$ cat src/rtl/imem_pkg.sv
// rtl/imem_pkg.sv - shared types and constants for the instruction block responder
package imem_pkg;

   localparam int BLOCK_AW        = 6;
   localparam int BLOCK_BYTES     = 16;
   localparam int OFFSET_W        = 4;
   localparam int MEM_AW          = 8;
   localparam int MEM_BYTES       = 1 << MEM_AW;
   localparam int DEFAULT_LATENCY = 5;

   typedef enum logic [1:0] {
      IDLE = 2'd0,
      BUSY = 2'd1,
      DONE = 2'd2
   } state_t;

   // The backing store holds only 16 blocks. The upper block-address bits
   // therefore alias, so block 63 shares storage with block 15 (bytes F0..FF).
   function automatic logic [MEM_AW-1:0] byte_addr(input logic [BLOCK_AW-1:0] blk,
                                                   input logic [OFFSET_W-1:0] off);
      return {blk[MEM_AW-OFFSET_W-1:0], off};
   endfunction

endpackage

$ cat src/rtl/imem_block_responder_if.sv
// rtl/imem_block_responder_if.sv - instruction block refill handshake between cache and responder
interface imem_block_responder_if;
   import imem_pkg::*;

   logic                       read;
   logic [BLOCK_AW-1:0]        address;
   logic [BLOCK_BYTES*8-1:0]   readdata;
   logic                       busywait;

   modport master (
      output read,
      output address,
      input  readdata,
      input  busywait
   );

   modport slave (
      input  read,
      input  address,
      output readdata,
      output busywait
   );

endinterface

$ cat src/rtl/imem_byte_array.sv
// rtl/imem_byte_array.sv - 256x8 byte store with a byte write port and a whole-block read port
module imem_byte_array
   import imem_pkg::*;
(
   input  logic                     clk,
   input  logic                     we,
   input  logic [MEM_AW-1:0]        waddr,
   input  logic [7:0]               wdata,
   input  logic [BLOCK_AW-1:0]      rblock,
   output logic [BLOCK_BYTES*8-1:0] rdata
);

   logic [7:0] mem [0:MEM_BYTES-1];

   // Byte write; contents deliberately survive reset.
   always_ff @(posedge clk) begin
      if (we) begin
         mem[waddr] <= wdata;
      end
   end

   // Assemble the addressed block little-endian: byte 0 lands in [7:0].
   always_comb begin
      rdata = '0;
      for (int i = 0; i < BLOCK_BYTES; i++) begin
         rdata[8*i +: 8] = mem[byte_addr(rblock, OFFSET_W'(i))];
      end
   end

endmodule

$ cat src/rtl/imem_block_responder.sv
// rtl/imem_block_responder.sv - responder for instruction-cache block refills with programmable latency
module imem_block_responder
   import imem_pkg::*;
#(
   // Cycles spent in BUSY before data returns; legal range 1..255.
   parameter int LATENCY = DEFAULT_LATENCY
)
(
   input  logic                  clk,
   input  logic                  reset,
   imem_block_responder_if.slave bus,
   input  logic                  load_en,
   input  logic [MEM_AW-1:0]     load_addr,
   input  logic [7:0]            load_data,
   output logic                  load_err,
   output logic [15:0]           access_count
);

   localparam logic [7:0] CNT_INIT = 8'(LATENCY - 1);

   state_t                   state;
   logic [7:0]               cnt;
   logic [BLOCK_AW-1:0]      lat_addr;
   logic [BLOCK_BYTES*8-1:0] block_data;
   logic                     load_ok;

   // Preloads only land while the responder is idle and no request is pending,
   // so a fetch never observes a half-updated block.
   assign load_ok = load_en && (state == IDLE) && !bus.read;

   // Combinational so the cache stalls in the very cycle it raises read.
   assign bus.busywait = ((state == IDLE) && bus.read) || (state == BUSY);

   imem_byte_array u_array (
      .clk    (clk),
      .we     (load_ok),
      .waddr  (load_addr),
      .wdata  (load_data),
      .rblock (lat_addr),
      .rdata  (block_data)
   );

   // Request FSM: accept, count down the latency, return the block, and track preload rejects.
   always_ff @(posedge clk) begin
      if (reset) begin
         state        <= IDLE;
         cnt          <= 8'd0;
         lat_addr     <= '0;
         bus.readdata <= '0;
         load_err     <= 1'b0;
         access_count <= 16'd0;
      end else begin
         load_err <= load_en && !load_ok;
         case (state)
            IDLE: begin
               if (bus.read) begin
                  lat_addr <= bus.address;
                  cnt      <= CNT_INIT;
                  state    <= BUSY;
               end
            end
            BUSY: begin
               if (!bus.read) begin
                  state <= IDLE;
               end else if (cnt == 8'd0) begin
                  state        <= DONE;
                  bus.readdata <= block_data;
                  if (access_count != 16'hFFFF) begin
                     access_count <= access_count + 16'd1;
                  end
               end else begin
                  cnt <= cnt - 8'd1;
               end
            end
            DONE: begin
               state <= IDLE;
            end
            default: begin
               state <= IDLE;
            end
         endcase
      end
   end

endmodule

$ cat src/flat_wrapper.sv
// flat-port wrapper written by rule: the top's interface ports become plain ports
module imem_block_responder_flat import imem_pkg::*;
#(
                                                                   
   parameter int LATENCY = DEFAULT_LATENCY
)
  (clk, reset, load_en, load_addr, load_data, load_err, access_count, bus_read, bus_address, bus_readdata, bus_busywait);
  imem_block_responder_if bus_i ();
  input  logic clk;
  input  logic reset;
  input  logic load_en;
  input  logic [MEM_AW-1:0] load_addr;
  input  logic [7:0] load_data;
  output logic load_err;
  output logic [15:0] access_count;
  input wire logic [$bits(bus_i.read)-1:0] bus_read;
  input wire logic [$bits(bus_i.address)-1:0] bus_address;
  output wire logic [$bits(bus_i.readdata)-1:0] bus_readdata;
  output wire logic [$bits(bus_i.busywait)-1:0] bus_busywait;
  assign bus_i.read = bus_read;
  assign bus_i.address = bus_address;
  assign bus_readdata = bus_i.readdata;
  assign bus_busywait = bus_i.busywait;
  imem_block_responder #(.LATENCY(LATENCY)) u_core (.clk(clk), .reset(reset), .bus(bus_i), .load_en(load_en), .load_addr(load_addr), .load_data(load_data), .load_err(load_err), .access_count(access_count));
endmodule
$ cat config.mk
export PLATFORM = sky130hd
export DESIGN_NAME = imem_block_responder_flat
export DESIGN_NICKNAME = d
export VERILOG_FILES = /design/src/rtl/imem_pkg.sv /design/src/rtl/imem_block_responder_if.sv /design/src/rtl/imem_byte_array.sv /design/src/rtl/imem_block_responder.sv /design/src/flat_wrapper.sv
export SDC_FILE = /design/constraint.sdc
export NUM_CORES = 2
export LEC_CHECK = 0
export CORE_ASPECT_RATIO = 2
export CORE_MARGIN = 3
export CORE_UTILIZATION = 62
export DETAILED_ROUTE_END_ITERATION = 7
export GPL_TIMING_DRIVEN = 0
export PLACE_DENSITY = 0.79
export SYNTH_ARGS = -nofsm -noshare
export SYNTH_HDL_FRONTEND = slang
export SYNTH_SLANG_ARGS = --single-unit
$ cat constraint.sdc
create_clock -name clk -period 3.5 [get_ports clk]
set_input_delay 0.7 -clock clk [delete_from_list [all_inputs] [get_ports clk]]
set_output_delay 0.7 -clock clk [all_outputs]
set_load 0.01 [all_outputs]
==> Implementation_results.wiki <==
{| class="wikitable"
! Metric !! Value
|-
| Result of the run || complete, but fails checks
|-
| Failing checks || max-capacitance violations, max-slew violations, negative setup slack
|-
| Placed inst area || 0.08739 mm2
|-
| Final period util || 104.1%
|-
| Routability cong. || 0.9152
|-
| Initial Util || 62.58%
|-
| Utilization after layout || 70.86%
|-
| Summed negative setup slack over all endpoints || -16.39 ns
|-
| Total number of placement rows || 189
|-
| Count of state elements after synthesis || 2207
|-
| First-pass GRT wire length || 336800 um
|-
| Fraction of layout cells with a size suffix above 1 || 24.52%
|-
| Number of endpoints failing setup at the final stage || 243
|-
| Most common flop cell mapped by yosys || sky130_fd_sc_hd__edfxtp_1
|-
| Vias after detailed routing || 44970
|-
| Height of the die || 523.9 um
|-
| Vias in the first global route || 45520
|-
| Synth async-reset ratio || 0%
|-
| Total track usage || 35.13%
|-
| Register clock-pin slew on the reported worst setup and hold paths || 0.07 ns
|-
| Number of fill cells in the layout || between 7000 and 8000
|-
| Number of max-slew violations in the final report || 11
|-
| Gate count of the mapped netlist || 3992
|-
| Net Count, Synth || 4021
|-
| Setup WS post-layout || -0.1431 ns
|-
| Part of the Yosys area used for sequential elements || 77.78%
|-
| Clock latency of the later-clocked register in the worst-skew pair || ~0.83 ns
|-
| Syn Std Cell Area || roughly 0.083 mm2
|-
| Number of synthesized flops with an enable pin || roughly 2000
|-
| Number of distinct library cells after synthesis || 47
|-
| Setup crit end kind || flip-flop
|-
| Clock tree from TritonCTS || done
|-
| Average vias per placed instance || 7.200
|-
| Clock power share || around two fifths
|-
| Critical path type || flip-flop to flip-flop
|-
| Most common library cells after synthesis || sky130_fd_sc_hd__edfxtp_1, sky130_fd_sc_hd__mux4_2, sky130_fd_sc_hd__nor2_1
|-
| Maximum number of pins on one net before global-route repair || 162
|-
| Count of buffers inserted at the top-level ports || approximately 170
|-
| Worst-case clock buffer depth || 4
|-
| CP startpoint kind || flip-flop
|-
| Final-layout worst hold slack || 0.3377 ns
|-
| Number of clock sinks || 2207
|-
| P_sw || 11.77 mW
|-
| Clk root buf || sky130_fd_sc_hd__clkbuf_16
|-
| Final count of hold timing violations || 0
|-
| Max Cap Viol || 2
|-
| Achievable clock frequency || 274.5 MHz
|-
| Worst path arrival time || around 4.3 ns
|-
| Average instance area after synthesis || approximately 21 um2
|-
| Estimated wirelength of the detail-placed design || 150800 um
|-
| Most area-consuming cells after synthesis || sky130_fd_sc_hd__edfxtp_1, sky130_fd_sc_hd__mux4_2, sky130_fd_sc_hd__dfxtp_1
|-
| Power per standard cell area || 569.0 mW/mm2
|-
| Sw Ratio || between 20% and 30%
|-
| Setup Skew || around 0.052 ns
|-
| Die ar. || 0.1388 mm2
|-
| Normalized max-slew margin || -5.069%
|-
| Transition at the pin with the smallest max-transition slack || 1.576 ns
|-
| Layout Area Growth over Synthesis || 13.24%
|-
| Clock period minus worst slack || about 3.6 ns
|-
| Overall power after layout || around 54 mW
|-
| Number of levels in the clock H-tree || 4
|-
| IR drop worst, VDD || a little under 0.5 mV
|-
| Floorplan die width || 265.0 um
|-
| Final antenna-violating net count || 0
|-
| Most common cell in the synthesized netlist || sky130_fd_sc_hd__edfxtp_1
|-
| Wire length reported by the detailed router || 239500 um
|-
| Largest driver fanout on the critical path || 10
|-
| Initial DRC count || 6907
|-
| Cell type contributing the most total cell area after synthesis || sky130_fd_sc_hd__edfxtp_1
|-
| Min-delay worst type || input pin to flip-flop
|-
| Gate power share || 6.6%
|-
| Top cell type's share of synthesized area || 73.95%
|-
| Overflow left after global routing || 0
|-
| Area of the core || 0.1329 mm2
|-
| Cell-internal power || between 40 and 50 mW
|-
| Number of warning messages in the yosys log || 0
|-
| Proportion of power drawn by flip-flops and latches || 54.0%
|-
| Post-layout nets || 4403
|-
| RSZ-0062 raised after global routing || true
|-
| Drt drc || 0
|-
| Drt wl/cell || 38.34 um
|-
| Leakage component of the power || 28.77 nW
|-
| Worst endpoint required time || 4.17 ns
|-
| Num CTS Buffers || about 180
|-
| Detailed-router iteration count before antenna repair || 7
|-
| Count of pins on the block boundary || 172
|-
| Initial antenna violation count || 11
|-
| Final instance area || about 0.094 mm2
|}
==> logic make-up after synthesis <==
family	synth area share, %
compound gates	3.710
simple gates	2.913
buf+inv	1.283
flops	77.78
fa+ha+maj	0.04514
mux	14.23
xor+xnor	0.04212
==> registers in the layout, summed over array words and instances, names as in the netlist <==
signal,cells
bus_readdata,128
u_core.access_count,16
u_core.cnt,8
u_core.lat_addr,4
u_core.load_err,1
u_core.state,2
u_core.u_array.mem,2048
==> final cells by class <==
cell class | count | area [um2] | share of cell area [%]
Clock inverter | 105 | 1254 | 1.331
Clock buffer | 216 | 4837 | 5.137
Timing Repair Buffer | 199 | 2167 | 2.301
Antenna cell | 16 | 40.04 | 0.04252
Sequential cell | 2207 | 64680 | 68.69
Multi-Input combinational cell | 1527 | 17870 | 18.98
Buffer | 250 | 1141 | 1.212
Inverter | 7 | 26.28 | 0.02790
Tap cell | 1719 | 2151 | 2.284
==> power by group through the flow <==
stage	combinational [mW]	sequential, mW	clock (mW)
3_5_place_dp	3.34	29.5	0
6_report	3.51	28.9	21.1
3_3_place_gp	3.22	29.8	0
5_1_grt	3.58	28.9	22.1
2_1_floorplan	1.65	29.5	0
4_1_cts	3.41	28.9	21.1
==> cell usage in the layout (no fill, tap or decap), types with 15 or more instances in the layout <==
cell type                         instances
sky130_fd_sc_hd__a32o_1                  23
sky130_fd_sc_hd__clkbuf_1               138
sky130_fd_sc_hd__a22oi_1                174
sky130_fd_sc_hd__dfxtp_1                159
sky130_fd_sc_hd__clkdlybuf4s50_1        160
sky130_fd_sc_hd__o21ai_0                 23
sky130_fd_sc_hd__a22o_1                 105
sky130_fd_sc_hd__o22ai_1                 35
sky130_fd_sc_hd__mux2i_1                 29
sky130_fd_sc_hd__clkinv_2                37
sky130_fd_sc_hd__nor2_1                 208
sky130_fd_sc_hd__bufinv_16               25
sky130_fd_sc_hd__buf_2                   66
sky130_fd_sc_hd__a21oi_1                 15
sky130_fd_sc_hd__mux4_2                 510
sky130_fd_sc_hd__clkbuf_16              186
sky130_fd_sc_hd__edfxtp_1              2048
sky130_fd_sc_hd__buf_4                   20
sky130_fd_sc_hd__diode_2                 16
sky130_fd_sc_hd__clkbuf_2                42
sky130_fd_sc_hd__nand2_1                138
sky130_fd_sc_hd__nor2_2                 112
==> stage by stage <==
stage | setup WS [ns] | cells
after floorplan | 0.6112 | 3992
after global placement | -5.888 | 5879
after CTS | -0.2398 | 6225
after detailed placement | -1.272 | 5895
final | -0.1431 | 6246
after global routing | -0.2253 | 6232
==> per-layer routing <==
layer	wire [um]	part of all wire (%)	track usage, %	vias to the layer above
met4	24050	10	28.64	6
met2	118200	49	57.22	3879
met5	39	0.016	0	-
met1	71070	30	39.96	22860
met3	26080	11	8.294	931
li1	-	-	-	17300
==> critical path: stages, from the launching register on <==
cell	delay, ns
sky130_fd_sc_hd__dfxtp_1	0.32
sky130_fd_sc_hd__clkbuf_1	0.17
sky130_fd_sc_hd__clkbuf_2	0.55
sky130_fd_sc_hd__clkbuf_1	1.10
sky130_fd_sc_hd__mux4_2	0.44
sky130_fd_sc_hd__o22ai_1	0.45
sky130_fd_sc_hd__nor2_1	0.21
sky130_fd_sc_hd__a22o_1	0.25
==> path summary, 6_finish.rpt <==
| path | slack, ns | from | cells after the start | endpoint |
|---|---|---|---|---|
| worst max register to register | -0.14 | u_core.lat_addr[1] | 7 | bus_readdata[100] |
| worst min-delay path | 0.34 | load_data[2] | 1 | u_core.u_array.mem[232][2] |
| worst min register to register | 0.48 | bus_readdata[21] | 1 | bus_readdata[21] |
| worst max-delay path | -0.14 | u_core.lat_addr[1] | 7 | bus_readdata[100] |
==> what timing repair did <==
item,in CTS,in global routing
setup buffers,10,5
pin swaps,5,3
gates resized for setup,110,109
hold buffers,0,0
setup endpoints to repair,1762,1219
Power figures use the tool's default switching activity.
